--- src/rtl/mux4_rr_sched.sv ---
// mux4_rr_sched
// -------------
// Round-robin scheduler that shares one single-bit 4:1 mux channel among four
// requesters. Each grant is held for at most BURST consecutive cycles and then
// rotates, so no requester can starve the others.
//
// Handshake: req[k] is a level-sensitive request. Requester k owns the channel
// in every cycle where gnt[k]=1. valid is high exactly when some gnt bit is
// set. A requester releases the channel by dropping req[k]. The scheduler sees
// the drop at the next rising edge, so gnt[k] stays high for one cycle after
// the drop.
//
// Ports:
//   clk      rising-edge clock
//   rst_n    asynchronous active-low reset
//   en       scheduler enable; 0 releases the current grant and blocks new ones
//   req[3:0] per-requester request, level-sensitive
//   i0..i3   data bit from each requester
//   gnt[3:0] one-hot grant, registered (all zeros when idle)
//   s1, s0   registered mux select; {s1,s0} = granted index
//   valid    channel owned this cycle (= |gnt), registered
//   y        combinational: valid ? i[{s1,s0}] : 0
//
// The FSM state is state_q (typedef state_e). It is visible hierarchically to
// checkers.

module mux4_rr_sched #(
  parameter int BURST = 4,
  parameter int CNT_W = 4
) (
  input  logic       clk,
  input  logic       rst_n,
  input  logic       en,
  input  logic [3:0] req,
  input  logic       i0,
  input  logic       i1,
  input  logic       i2,
  input  logic       i3,
  output logic [3:0] gnt,
  output logic       s1,
  output logic       s0,
  output logic       valid,
  output logic       y
);

  typedef enum logic {
    IDLE  = 1'b0,
    GRANT = 1'b1
  } state_e;

  localparam logic [CNT_W-1:0] BURST_C = CNT_W'(BURST);
  localparam logic [CNT_W-1:0] ONE_C   = CNT_W'(1);

  state_e           state_q, state_d;
  logic [1:0]       ptr_q, ptr_d;
  logic [CNT_W-1:0] cnt_q, cnt_d;
  logic [3:0]       gnt_q, gnt_d;
  logic [1:0]       sel_q, sel_d;
  logic             valid_q, valid_d;

  logic [2:0]       win;        // {found, index}
  logic [1:0]       next_ptr;
  logic [3:0]       i_vec;

  // Scan from the pointer position upward, with wrap from 3 to 0. The loop
  // visits the offsets from highest to lowest. The last hit is written last,
  // so the hit nearest the pointer is the one kept.
  function automatic logic [2:0] pick(input logic [3:0] r, input logic [1:0] p);
    logic [2:0] res;
    logic [1:0] idx;
    res = 3'b000;
    for (int i = 3; i >= 0; i--) begin
      idx = p + 2'(i);
      if (r[idx]) res = {1'b1, idx};
    end
    return res;
  endfunction

  assign next_ptr = sel_q + 2'd1;

  always_comb begin
    state_d = state_q;
    ptr_d   = ptr_q;
    cnt_d   = cnt_q;
    gnt_d   = gnt_q;
    sel_d   = sel_q;
    valid_d = valid_q;
    win     = 3'b000;

    case (state_q)
      IDLE: begin
        win = pick(req, ptr_q);
        if (en && win[2]) begin
          state_d = GRANT;
          gnt_d   = 4'b0001 << win[1:0];
          sel_d   = win[1:0];
          valid_d = 1'b1;
          cnt_d   = ONE_C;
        end
      end
      GRANT: begin
        if (en && req[sel_q] && (cnt_q < BURST_C)) begin
          cnt_d = cnt_q + ONE_C;
        end else begin
          // Release. The search starts one past the current owner, so a sole
          // requester that hits BURST wraps back to itself with no idle gap.
          ptr_d = next_ptr;
          win   = pick(req, next_ptr);
          if (en && win[2]) begin
            gnt_d   = 4'b0001 << win[1:0];
            sel_d   = win[1:0];
            valid_d = 1'b1;
            cnt_d   = ONE_C;
          end else begin
            // The selects keep their last value. Only gnt and valid drop.
            state_d = IDLE;
            gnt_d   = 4'b0000;
            valid_d = 1'b0;
            cnt_d   = '0;
          end
        end
      end
      default: state_d = IDLE;
    endcase
  end

  always_ff @(posedge clk or negedge rst_n) begin
    if (!rst_n) begin
      state_q <= IDLE;
      ptr_q   <= 2'd0;
      cnt_q   <= '0;
      gnt_q   <= 4'b0000;
      sel_q   <= 2'd0;
      valid_q <= 1'b0;
    end else begin
      state_q <= state_d;
      ptr_q   <= ptr_d;
      cnt_q   <= cnt_d;
      gnt_q   <= gnt_d;
      sel_q   <= sel_d;
      valid_q <= valid_d;
    end
  end

  assign i_vec = {i3, i2, i1, i0};
  assign gnt   = gnt_q;
  assign s1    = sel_q[1];
  assign s0    = sel_q[0];
  assign valid = valid_q;
  assign y     = valid_q & i_vec[sel_q];

endmodule

--- config.mk ---
export PLATFORM = sky130hd
export DESIGN_NAME = mux4_rr_sched
export DESIGN_NICKNAME = d
export VERILOG_FILES = /design/src/rtl/mux4_rr_sched.sv
export SDC_FILE = /design/constraint.sdc
export NUM_CORES = 1
export LEC_CHECK = 0
export ABC_AREA = 1
export CAP_MARGIN = 5
export CORE_UTILIZATION = 40
export CTS_BUF_LIST = sky130_fd_sc_hd__clkbuf_8 sky130_fd_sc_hd__clkbuf_16
export CTS_CLUSTER_DIAMETER = 50
export DETAILED_ROUTE_END_ITERATION = 16
export GPL_ROUTABILITY_DRIVEN = 0
export GPL_TIMING_DRIVEN = 0
export PLACE_DENSITY_LB_ADDON = 0.2
export SLEW_MARGIN = 10
export SYNTH_ARGS = -nofsm -noshare
export SYNTH_HDL_FRONTEND = slang
export SYNTH_SLANG_ARGS = --single-unit
--- constraint.sdc ---
create_clock -name clk -period 2.7 [get_ports clk]
set_input_delay 0.27 -clock clk [delete_from_list [all_inputs] [get_ports clk]]
set_output_delay 0.27 -clock clk [all_outputs]
set_load 0.1 [all_outputs]
# == Word level (Yosys, flattened, before mapping) ==
# Index checks and enable logic that the tools add are counted.
# totals
register_bits,14
output_inout_bits,8
wordCells,89
# op_classes
add_sub_neg,8
order_cmp,10
eq_ne,3
shifts,2
n_mux,50
n_bitwise,3
reduce_logical,7
# op_table
operator,count
3-bit 2-to-1 mux,11
"2-bit by 3-bit < comparator with 1-bit output, second input constant",9
1-bit binary-select mux with 2-bit select,10
4-bit 2-to-1 mux,5
1-bit 2-to-1 mux,16
4-bit case mux with 2 select lines,2
"2-bit adder, second input constant",4
"1-bit by 2-bit << shifter with 4-bit output, first input constant",2
"2-bit by 1-bit adder with 2-bit output, second input constant",3
2-bit 2-to-1 mux,3
"4-bit by 1-bit adder with 4-bit output, second input constant",1
1-bit logical AND,4
"4-bit by 3-bit < comparator with 1-bit output, second input constant",1
"2-bit inequality test, second input constant",2
1-bit case mux with 2 select lines,2
2-bit case mux with 2 select lines,1
2-bit AND reduction,2
3-bit AND reduction,1
"2-bit by 1-bit inequality test with 1-bit output, second input constant",1
1-bit NOT,2
1-bit bitwise AND,1

# == Longest topological paths before layout ==
# Gate-level depths: netlist of run 1.
# logic_depth
word_depth,14
mapped_depth,15

# == Worst setup path before layout of run 1 ==
# OpenSTA, ideal clock, no wires.
# synth_path
path_type,reg-to-output
from,register sel_q[0]
to,output port y
arrival_ns,2.903
t_required_ns,2.430
setup_slack_ns,-0.473
path_stages_with_launch,6
path_buffers,1
cell_sequence,dfrtp_1 > buf_4 > nor2_1 > nor2_1 > o21ai_0 > a21oi_1
# synth_between
elab_chain_cells,3
# synth_lines
element,line_no,text
"start, declared",58,"logic [1:0] sel_q, sel_d;"
"start signal, assigned",140,sel_q <= sel_d;
1-bit binary-select mux with 2-bit select,150,assign y = valid_q & i_vec[sel_q];
1-bit 2-to-1 mux (implied by the code),150,
1-bit bitwise AND,150,
"end, declared",43,output logic y
# Every way passes these cells. The select of a mux whose other input is x is not followed.

# == Final worst setup path of run 1 ==
# Same ends and word-level chain as after synthesis.

==> results of run 1 <==
==> sequential cells by signal, indices dropped and copies added, names as in the netlist <==
name / cells
gnt: 4
valid: 1
ptr_q: 2
sel_q: 2
state_q: 1
cnt_q: 4
==> routing by layer <==
metal	routed length [um]	vias to the layer above	GRT usage (%)
li1	-	621	-
met1	1220	549	25.0
met2	1390	36	33.5
met3	127	4	1.38
met4	30	0	4.18
met5	0	-	0
==> power groups by stage <==
stage / Sequential (W) / Clock, W / Combinational, W
final: 0.000328 / 0.000203 / 0.00140
after detailed placement: 0.000332 / 0 / 0.00140
after global routing: 0.000336 / 0.000215 / 0.00156
after CTS: 0.000329 / 0.000208 / 0.00140
after global placement: 0.000330 / 0 / 0.00136
after floorplan: 0.000576 / 0 / 0.000874
==> worst register-to-register path, delay by kind of cell (launching register included) <==
family,cells,cell delay [ns]
flip-flops,1,0.40
buffers and inverters,2,0.25
AO/OA/AOI/OAI,1,0.11
AND/OR/NAND/NOR,7,0.85
==> cell type report <==
| type | count | area share [%] |
|---|---|---|
| buffer | 4 | 2.57 |
| clock buffer | 4 | 3.77 |
| sequential | 14 | 24.0 |
| inverter | 26 | 6.68 |
| timing repair buffer | 18 | 12.5 |
| tap | 31 | 2.65 |
| multi-input combinational | 144 | 47.9 |
==> metrics by stage <==
stage / hold slack (ns) / std cells / power (W)
2_1_floorplan: -0.0256 / 188 / 0.00145
3_3_place_gp: 0.465 / 237 / 0.00169
3_5_place_dp: 0.464 / 237 / 0.00173
4_1_cts: 0.447 / 241 / 0.00194
5_1_grt: 0.497 / 241 / 0.00211
6_report: 0.421 / 241 / 0.00193
==> worst max-delay path by stage <==
stage / to / depth (start not counted) / start
2_1_floorplan: y / 5 / sel_q[0]
3_3_place_gp: y / 6 / i2
3_5_place_dp: y / 6 / i1
4_1_cts: y / 7 / sel_q[0]
5_1_grt: y / 7 / sel_q[0]
6_report: y / 7 / sel_q[0]
==> cell usage after synthesis <==
library cell / count
a21oi_1: 2
a21oi_2: 2
and2_1: 1
buf_4: 2
buf_6: 2
clkinv_1: 1
dfrtp_1: 14
ha_1: 1
inv_1: 20
inv_2: 5
nand2_1: 69
nand2_2: 18
nand2_4: 1
nand3_1: 15
nand3b_1: 1
nand4_1: 1
nor2_1: 12
nor2_2: 3
nor3_2: 1
o21ai_0: 6
o21ai_1: 6
o21ai_2: 2
o21bai_2: 1
o22ai_1: 1
or2_4: 1
==> cells by family after synthesis <==
family                     Yosys count  synth area share [%]
and+or+nand+nor                    123                  47.5
DFF                                 14                  29.7
adders and majority gates            1                  1.06
AOI/OAI and AO/OA                   20                  10.4
buffers and inverters               30                  11.4
==> out/metrics.yaml, run 1 <==
setup_path:
  critPathBufInv: 3
  cp_common_cell: "nor2_1"
  crit_fanout: 10
  reg2regPathDepth: 10
  critical_path.slowest_cell: "dlymetal6s2s_1"
  crit_chain: "inv_2 -> buf_6 -> nor2_1 -> nor2_1 -> o21ai_0 -> a21oi_2 -> dlymetal6s2s_1"
  max_stage_delay_ns: 0.74
  r2r_slack_ns: 0.98
  start_kind: "flop"
  critical-path-top-delay-family: "buffers and inverters"
  reg2reg_from: "sel_q[0]"
  worst-endpoint-arrival_ns: 1.96
  worstSetupPathType: "flop to output pin"
  worstSetupEndpointType: "output pin"
  r2r-end: "gnt[2]"
  crit_required_ns: 2.43
layout:
  design_area_um2: 1460
  fill_cells: 288
  final_util_pct: 52.5
  area_growth_pct: 23.7
  final-seq-area_um2: 350
  nets: 223
  mostFrequentLayoutCell: "nand2_1"
  drive_above_1_share_pct: 20.5
  final_cell_mix: "nand2_1, inv_1, nand2_2, clkdlybuf4s50_1, nand3_1"
  antennaDiodeCount: 0
  multi_input_area_um2: 699
synthesis:
  synth_cells: 188
  synthTopCellsByArea: "dfrtp_1, nand2_1, nand2_2"
  yosysTopAreaCell: "dfrtp_1"
  synth_cell_types: 25
  avgSynthCellArea_um2: 6.28
  syn-num-nets: 200
  synth_top_area_share_pct: 29.7
  synthesis.area_um2: 1180
  ys_seq_area_share_pct: 29.7
  synth-warning-count: 0
  ys_ff_latch: 14
power_and_ir_drop:
  seqPwrFrac_pct: 16.9
  power_frac_comb_pct: 72.5
  power.share.switching_pct: 57.2
  p_clk_share_pct: 10.5
  vdd_drop_max_v: 0.000678
  power_density_nw_per_um2: 1320
  switchingPower_w: 0.00111
  leakage_nw: 0.800
  p_int_w: 0.000828
placement:
  post-place-ws_ns: 0.205
  postPlaceCellArea_um2: 1400
  dp_hpwl_um: 2210
  portBuffers: 18
sta:
  finalSetupTns_ns: 0
  hold_viol_final: 0
  tightestPinTransition_ns: 0.968
  rsz0062_at_grt: "no"
  setup_viol: 0
  maxSlewViolCount: 0
  period_needed_ns: 2.23
  finClkSkew_ns: 0.00625
  relSlewSlack_pct: 35.3
  min_period_over_period_pct: 82.6
  fmax_ghz: 0.448
  setup_ws_ns: 0.470
clock_tree:
  clockBufferDepth: 2
  clock-sinks: 14
  root_buffer: "clkbuf_8"
  htreeDepth: 1
  cts_buffers: 3
  cts_setup_buffers: 0
  path_clk_slew_ns: 0.06
  cts_resized: 0
  clk_latency_ns: 0.25
  holdBufCountCts: 0
  cts_tree: "yes"
grt:
  grt_pass1_wl_um: 4810
  grt_max_degree: 15
  grt_pass1_vias: 1133
  grtUsageTotal_pct: 18.8
  antenna_found_initial: 0
  grt_overflow: 0
floorplan:
  initial_core_util_pct: 42.5
  num_rows: 19
  fp.coreArea_um2: 2780
  io_pins: 19
  die_area_um2: 3170
  die_x_um: 56.3
  fp.dieH_um: 56.3
detailed_routing:
  drt-pass1-iter-count: 4
  routedWlPerCell_um: 11.5
  drc: 0
  drt-initial-drc-count: 79
  antenna_left: 0
  vias: 1210
  avgViaCountPerCell: 5.02
  finalWirelength_um: 2760
hold_path:
  hold_class: "primary input to asynchronous set/reset pin"
flow_run:
  cap_violations: 0
run_status:
  status: "finished, final reports clean"
Note: power is estimated with default switching activity, not from simulation.
==> run 2, diff against run 1 <==
==> constraint.sdc (replaced) <==
create_clock -name clk -period 1.98 [get_ports clk]
set_input_delay 0.198 -clock clk [delete_from_list [all_inputs] [get_ports clk]]
set_output_delay 0.198 -clock clk [all_outputs]
set_load 0.1 [all_outputs]
==> run 2 against run 1 <==
  * Clock power up 16%
  * Sequential share of layout area rose by 0.27 points
  * Highest routed layer unchanged
  * Largest power group unchanged
  * First-iteration DRC count shrank 25%
==> out/metrics.yaml, run 2 (synthesis results as in run 1) <==
run_status:
  status: "finished, final reports clean"
layout:
  antennaDiodeCount: 0
  fill_cells: 289
  nets: 223
  mostFrequentLayoutCell: "nand2_1"
  area_growth_pct: 23.2
  final_cell_mix: "nand2_1, inv_1, nand2_2, nand3_1, clkdlybuf4s50_1"
  drive_above_1_share_pct: 21.4
hold_path:
  hold_class: "primary input to asynchronous set/reset pin"
placement:
  dp_hpwl_um: 2090
  portBuffers: 18
grt:
  grt_overflow: 0
  grtUsageTotal_pct: 17.8
  grt_pass1_wl_um: 4560
  grt_pass1_vias: 1118
  grt_max_degree: 15
  antenna_found_initial: 0
setup_path:
  worst-endpoint-arrival_ns: 1.73
  critical-path-top-delay-family: "buffers and inverters"
  max_stage_delay_ns: 1.14
  worstSetupEndpointType: "output pin"
  crit_fanout: 2
  start_kind: "flop"
  crit_chain: "clkdlybuf4s50_1"
  critical_path.slowest_cell: "clkdlybuf4s50_1"
  worstSetupPathType: "flop to output pin"
  crit_required_ns: 1.78
  critPathBufInv: 1
floorplan:
  io_pins: 19
  fp.coreArea_um2: 2780
  die_area_um2: 3170
  fp.dieH_um: 56.3
  die_x_um: 56.3
  initial_core_util_pct: 42.5
  num_rows: 19
detailed_routing:
  antenna_left: 0
  finalWirelength_um: 2600
  drt-initial-drc-count: 59
  routedWlPerCell_um: 10.8
  drc: 0
  avgViaCountPerCell: 4.88
  drt-pass1-iter-count: 4
  vias: 1176
sta:
  finalSetupTns_ns: 0
  min_period_over_period_pct: 97.4
  hold_viol_final: 0
  setup_viol: 0
  relSlewSlack_pct: 34.8
  period_needed_ns: 1.93
  fmax_ghz: 0.519
  maxSlewViolCount: 0
  finClkSkew_ns: 0.00290
  whs_ns: 0.346
  tightestPinTransition_ns: 0.976
  rsz0062_at_grt: "no"
clock_tree:
  cts_tree: "yes"
  cts_buffers: 3
  cts_setup_buffers: 0
  cts_resized: 6
  path_clk_slew_ns: 0.06
  root_buffer: "clkbuf_8"
  clock-sinks: 14
  clockBufferDepth: 2
  holdBufCountCts: 0
  htreeDepth: 1
  clk_latency_ns: 0.24
flow_run:
  cap_violations: 0
power_and_ir_drop:
  power_w: 0.00258
  vdd_drop_max_v: 0.00122
  power_density_nw_per_um2: 1770
  leakage_nw: 0.799
## run 2: per-stage QoR
stage / instances / util (%) / worst slack, ns / area (um2)
after global routing: 241 / 52.3 / 0.0164 / 1460
after floorplan: 188 / - / 0.0136 / 1190
after detailed placement: 237 / 50.8 / -0.417 / 1410
final: 241 / 52.3 / 0.0523 / 1460
after CTS: 241 / 52.2 / 0.00945 / 1450
after global placement: 237 / 50.8 / -0.407 / 1410
## run 2: final cells by class
| class | count | area, um2 | area share [%] |
|---|---|---|---|
| Clock inverter | 1 | 3.75 | 0.258 |
| Sequential cell | 14 | 353 | 24.2 |
| Inverter | 26 | 97.6 | 6.71 |
| Tap cell | 31 | 38.8 | 2.67 |
| Multi-Input combinational cell | 144 | 707 | 48.6 |
| Clock buffer | 3 | 41.3 | 2.84 |
| Timing Repair Buffer | 18 | 176 | 12.1 |
| Buffer | 4 | 37.5 | 2.58 |
## run 2: metal layers
layer | vias up | share of wire (%) | GRT usage, %
li1 | 621 | - | -
met1 | 530 | 48 | 22.1
met2 | 21 | 48 | 32.0
met3 | 4 | 3.0 | 2.07
met4 | 0 | 0.81 | 5.92
met5 | - | 0 | 0
## run 2: where the power goes
group	switching (W)	total [W]	internal, W	leakage [nW]
Combinational	0.00132	0.00189	0.000574	0.595
Clock	0.0000976	0.000235	0.000137	0.0269
Sequential	0.0000774	0.000451	0.000374	0.177
Total	0.00149	0.00258	0.00109	0.799
## run 2: path summary, 6_finish.rpt
path / slack, ns / from / end / depth (start not counted)
hold reg to reg: 0.47 / gnt[0] / gnt[0] / 2
min in group clk: 0.47 / gnt[0] / gnt[0] / 2
setup / recovery: 0.05 / gnt[1] / gnt[1] / 1
hold / removal: 0.35 / rst_n / ptr_q[1] / 1
setup reg to reg: 0.28 / sel_q[0] / gnt[1] / 10
max in group asynchronous: 1.19 / rst_n / sel_q[1] / 1
==> run 3, diff against run 2 <==
--- a/config.mk
+++ b/config.mk
@@ -14,7 +14,8 @@
 export GPL_ROUTABILITY_DRIVEN = 0
 export GPL_TIMING_DRIVEN = 0
 export PLACE_DENSITY_LB_ADDON = 0.2
-export SLEW_MARGIN = 10
+export SKIP_LAST_GASP = 1
+export SLEW_MARGIN = 20
 export SYNTH_ARGS = -nofsm -noshare
 export SYNTH_HDL_FRONTEND = slang
 export SYNTH_SLANG_ARGS = --single-unit
==> run 3 against run 2 <==
  * Wire length did not move
  * Total power about the same
  * Clock skew did not move
  * Non-clock buffer count unchanged
  * Sequential share of layout area unchanged
  * Hold slack stayed put
  * Sequential cell count unchanged
  * Combinational power hardly changed
  * Critical path depth unchanged
  * Clock power about the same
==> out/metrics.yaml, run 3 (synthesis results as in run 1) <==
clock_tree:
  path_clk_slew_ns: 0.06
  root_buffer: "clkbuf_8"
  cts_tree: "yes"
  clk_latency_ns: 0.24
  cts_buffers: 3
  clockBufferDepth: 2
  clock-sinks: 14
  htreeDepth: 1
setup_path:
  worstSetupPathType: "flop to output pin"
  r2r_slack_ns: 0.28
  crit_fanout: 2
  crit_chain: "clkdlybuf4s50_1"
  r2r-end: "gnt[1]"
  worstSetupEndpointType: "output pin"
  startpoint: "gnt[1]"
  reg2reg_from: "sel_q[0]"
  critical-path-top-delay-family: "buffers and inverters"
  critical_path.slowest_cell: "clkdlybuf4s50_1"
  crit_required_ns: 1.78
  start_kind: "flop"
  critPathBufInv: 1
  worst-endpoint-arrival_ns: 1.73
  max_stage_delay_ns: 1.14
  reg2regPathDepth: 10
detailed_routing:
  drt-initial-drc-count: 59
  vias: 1176
  finalWirelength_um: 2600
  drt-pass1-iter-count: 4
  routedWlPerCell_um: 10.8
  antenna_left: 0
  avgViaCountPerCell: 4.88
  drc: 0
sta:
  hold_viol_final: 0
  min_period_over_period_pct: 97.4
  period_needed_ns: 1.93
  finClkSkew_ns: 0.00290
  setup_viol: 0
  fmax_ghz: 0.519
  maxSlewViolCount: 0
  setup_ws_ns: 0.0523
  tightestPinTransition_ns: 0.976
  relSlewSlack_pct: 34.8
  rsz0062_at_grt: "no"
flow_run:
  cap_violations: 0
grt:
  grt_pass1_wl_um: 4560
  antenna_found_initial: 0
  grt_pass1_vias: 1118
  grt_overflow: 0
  grtUsageTotal_pct: 17.8
  grt_max_degree: 15
layout:
  antennaDiodeCount: 0
  instances_no_fill: 241
  drive_above_1_share_pct: 21.4
  final_util_pct: 52.3
  mostFrequentLayoutCell: "nand2_1"
  nets: 223
  final_cell_mix: "nand2_1, inv_1, nand2_2, nand3_1, clkdlybuf4s50_1"
  area_growth_pct: 23.2
floorplan:
  fp.dieH_um: 56.3
  io_pins: 19
  fp.coreArea_um2: 2780
  initial_core_util_pct: 42.5
  die_area_um2: 3170
  num_rows: 19
  die_x_um: 56.3
power_and_ir_drop:
  leakage_nw: 0.799
  power_density_nw_per_um2: 1770
  vdd_drop_max_v: 0.00122
  power_w: 0.00258
hold_path:
  hold_class: "primary input to asynchronous set/reset pin"
placement:
  portBuffers: 18
  post-place-ws_ns: -0.417
  dpl.cell_count: 237
  dp_hpwl_um: 2090
run_status:
  status: "finished, final reports clean"
-- run 3: worst reg2reg max path: cells and delay by family, from the launching register on --
kind / cells / cell delay [ns]
and+or+nand+nor: 7 / 0.81
DFF: 1 / 0.42
buffers and inverters: 2 / 0.25
AOI/OAI and AO/OA: 1 / 0.11
-- run 3: final cells by class --
type,count,area [um2]
Tap cell,31,38.8
Buffer,4,37.5
Clock inverter,1,3.75
Fill cell,290,1330
Sequential cell,14,353
Multi-Input combinational cell,144,707
Inverter,26,97.6
Timing Repair Buffer,18,176
Clock buffer,3,41.3
-- run 3: metal layers --
layer  global-route usage (%)  vias to the layer above  wire length, um
met5                        0                        -                0
met4                     5.92                        0               21
met3                     2.07                        4               77
met2                     32.0                       21             1260
met1                     22.1                      530             1240
li1                         -                      621                -
-- run 3: worst max path at each step --
stage,endpoint,depth (start not counted)
after global placement,y,6
after detailed placement,y,6
after CTS,y,7
final,gnt[1],1
after global routing,y,7
after floorplan,y,5
-- run 3: power by group --
part	leakage (nW)	switching (W)	internal (W)
clock	0.0269	0.0000976	0.000137
sequential	0.177	0.0000774	0.000374
combinational	0.595	0.00132	0.000574
total	0.799	0.00149	0.00109
-- run 3: metrics by stage --
step	TNS, ns	cell area, um2	hold slack, ns
final	0	1460	0.346
after global routing	0	1460	0.405
after CTS	-0.0386	1460	0.375
after detailed placement	-0.417	1410	0.464
after global placement	-0.407	1410	0.464
after floorplan	0	1190	-0.0976
-- run 3: what timing repair did --
action / 4_1_cts / 5_1_grt
resized for setup: 4 / 3
setup buffers: 0 / 0
hold buffers: 0 / 0
endpoints found under the hold margin: 0 / 0
endpoints found under the setup margin: 2 / 2
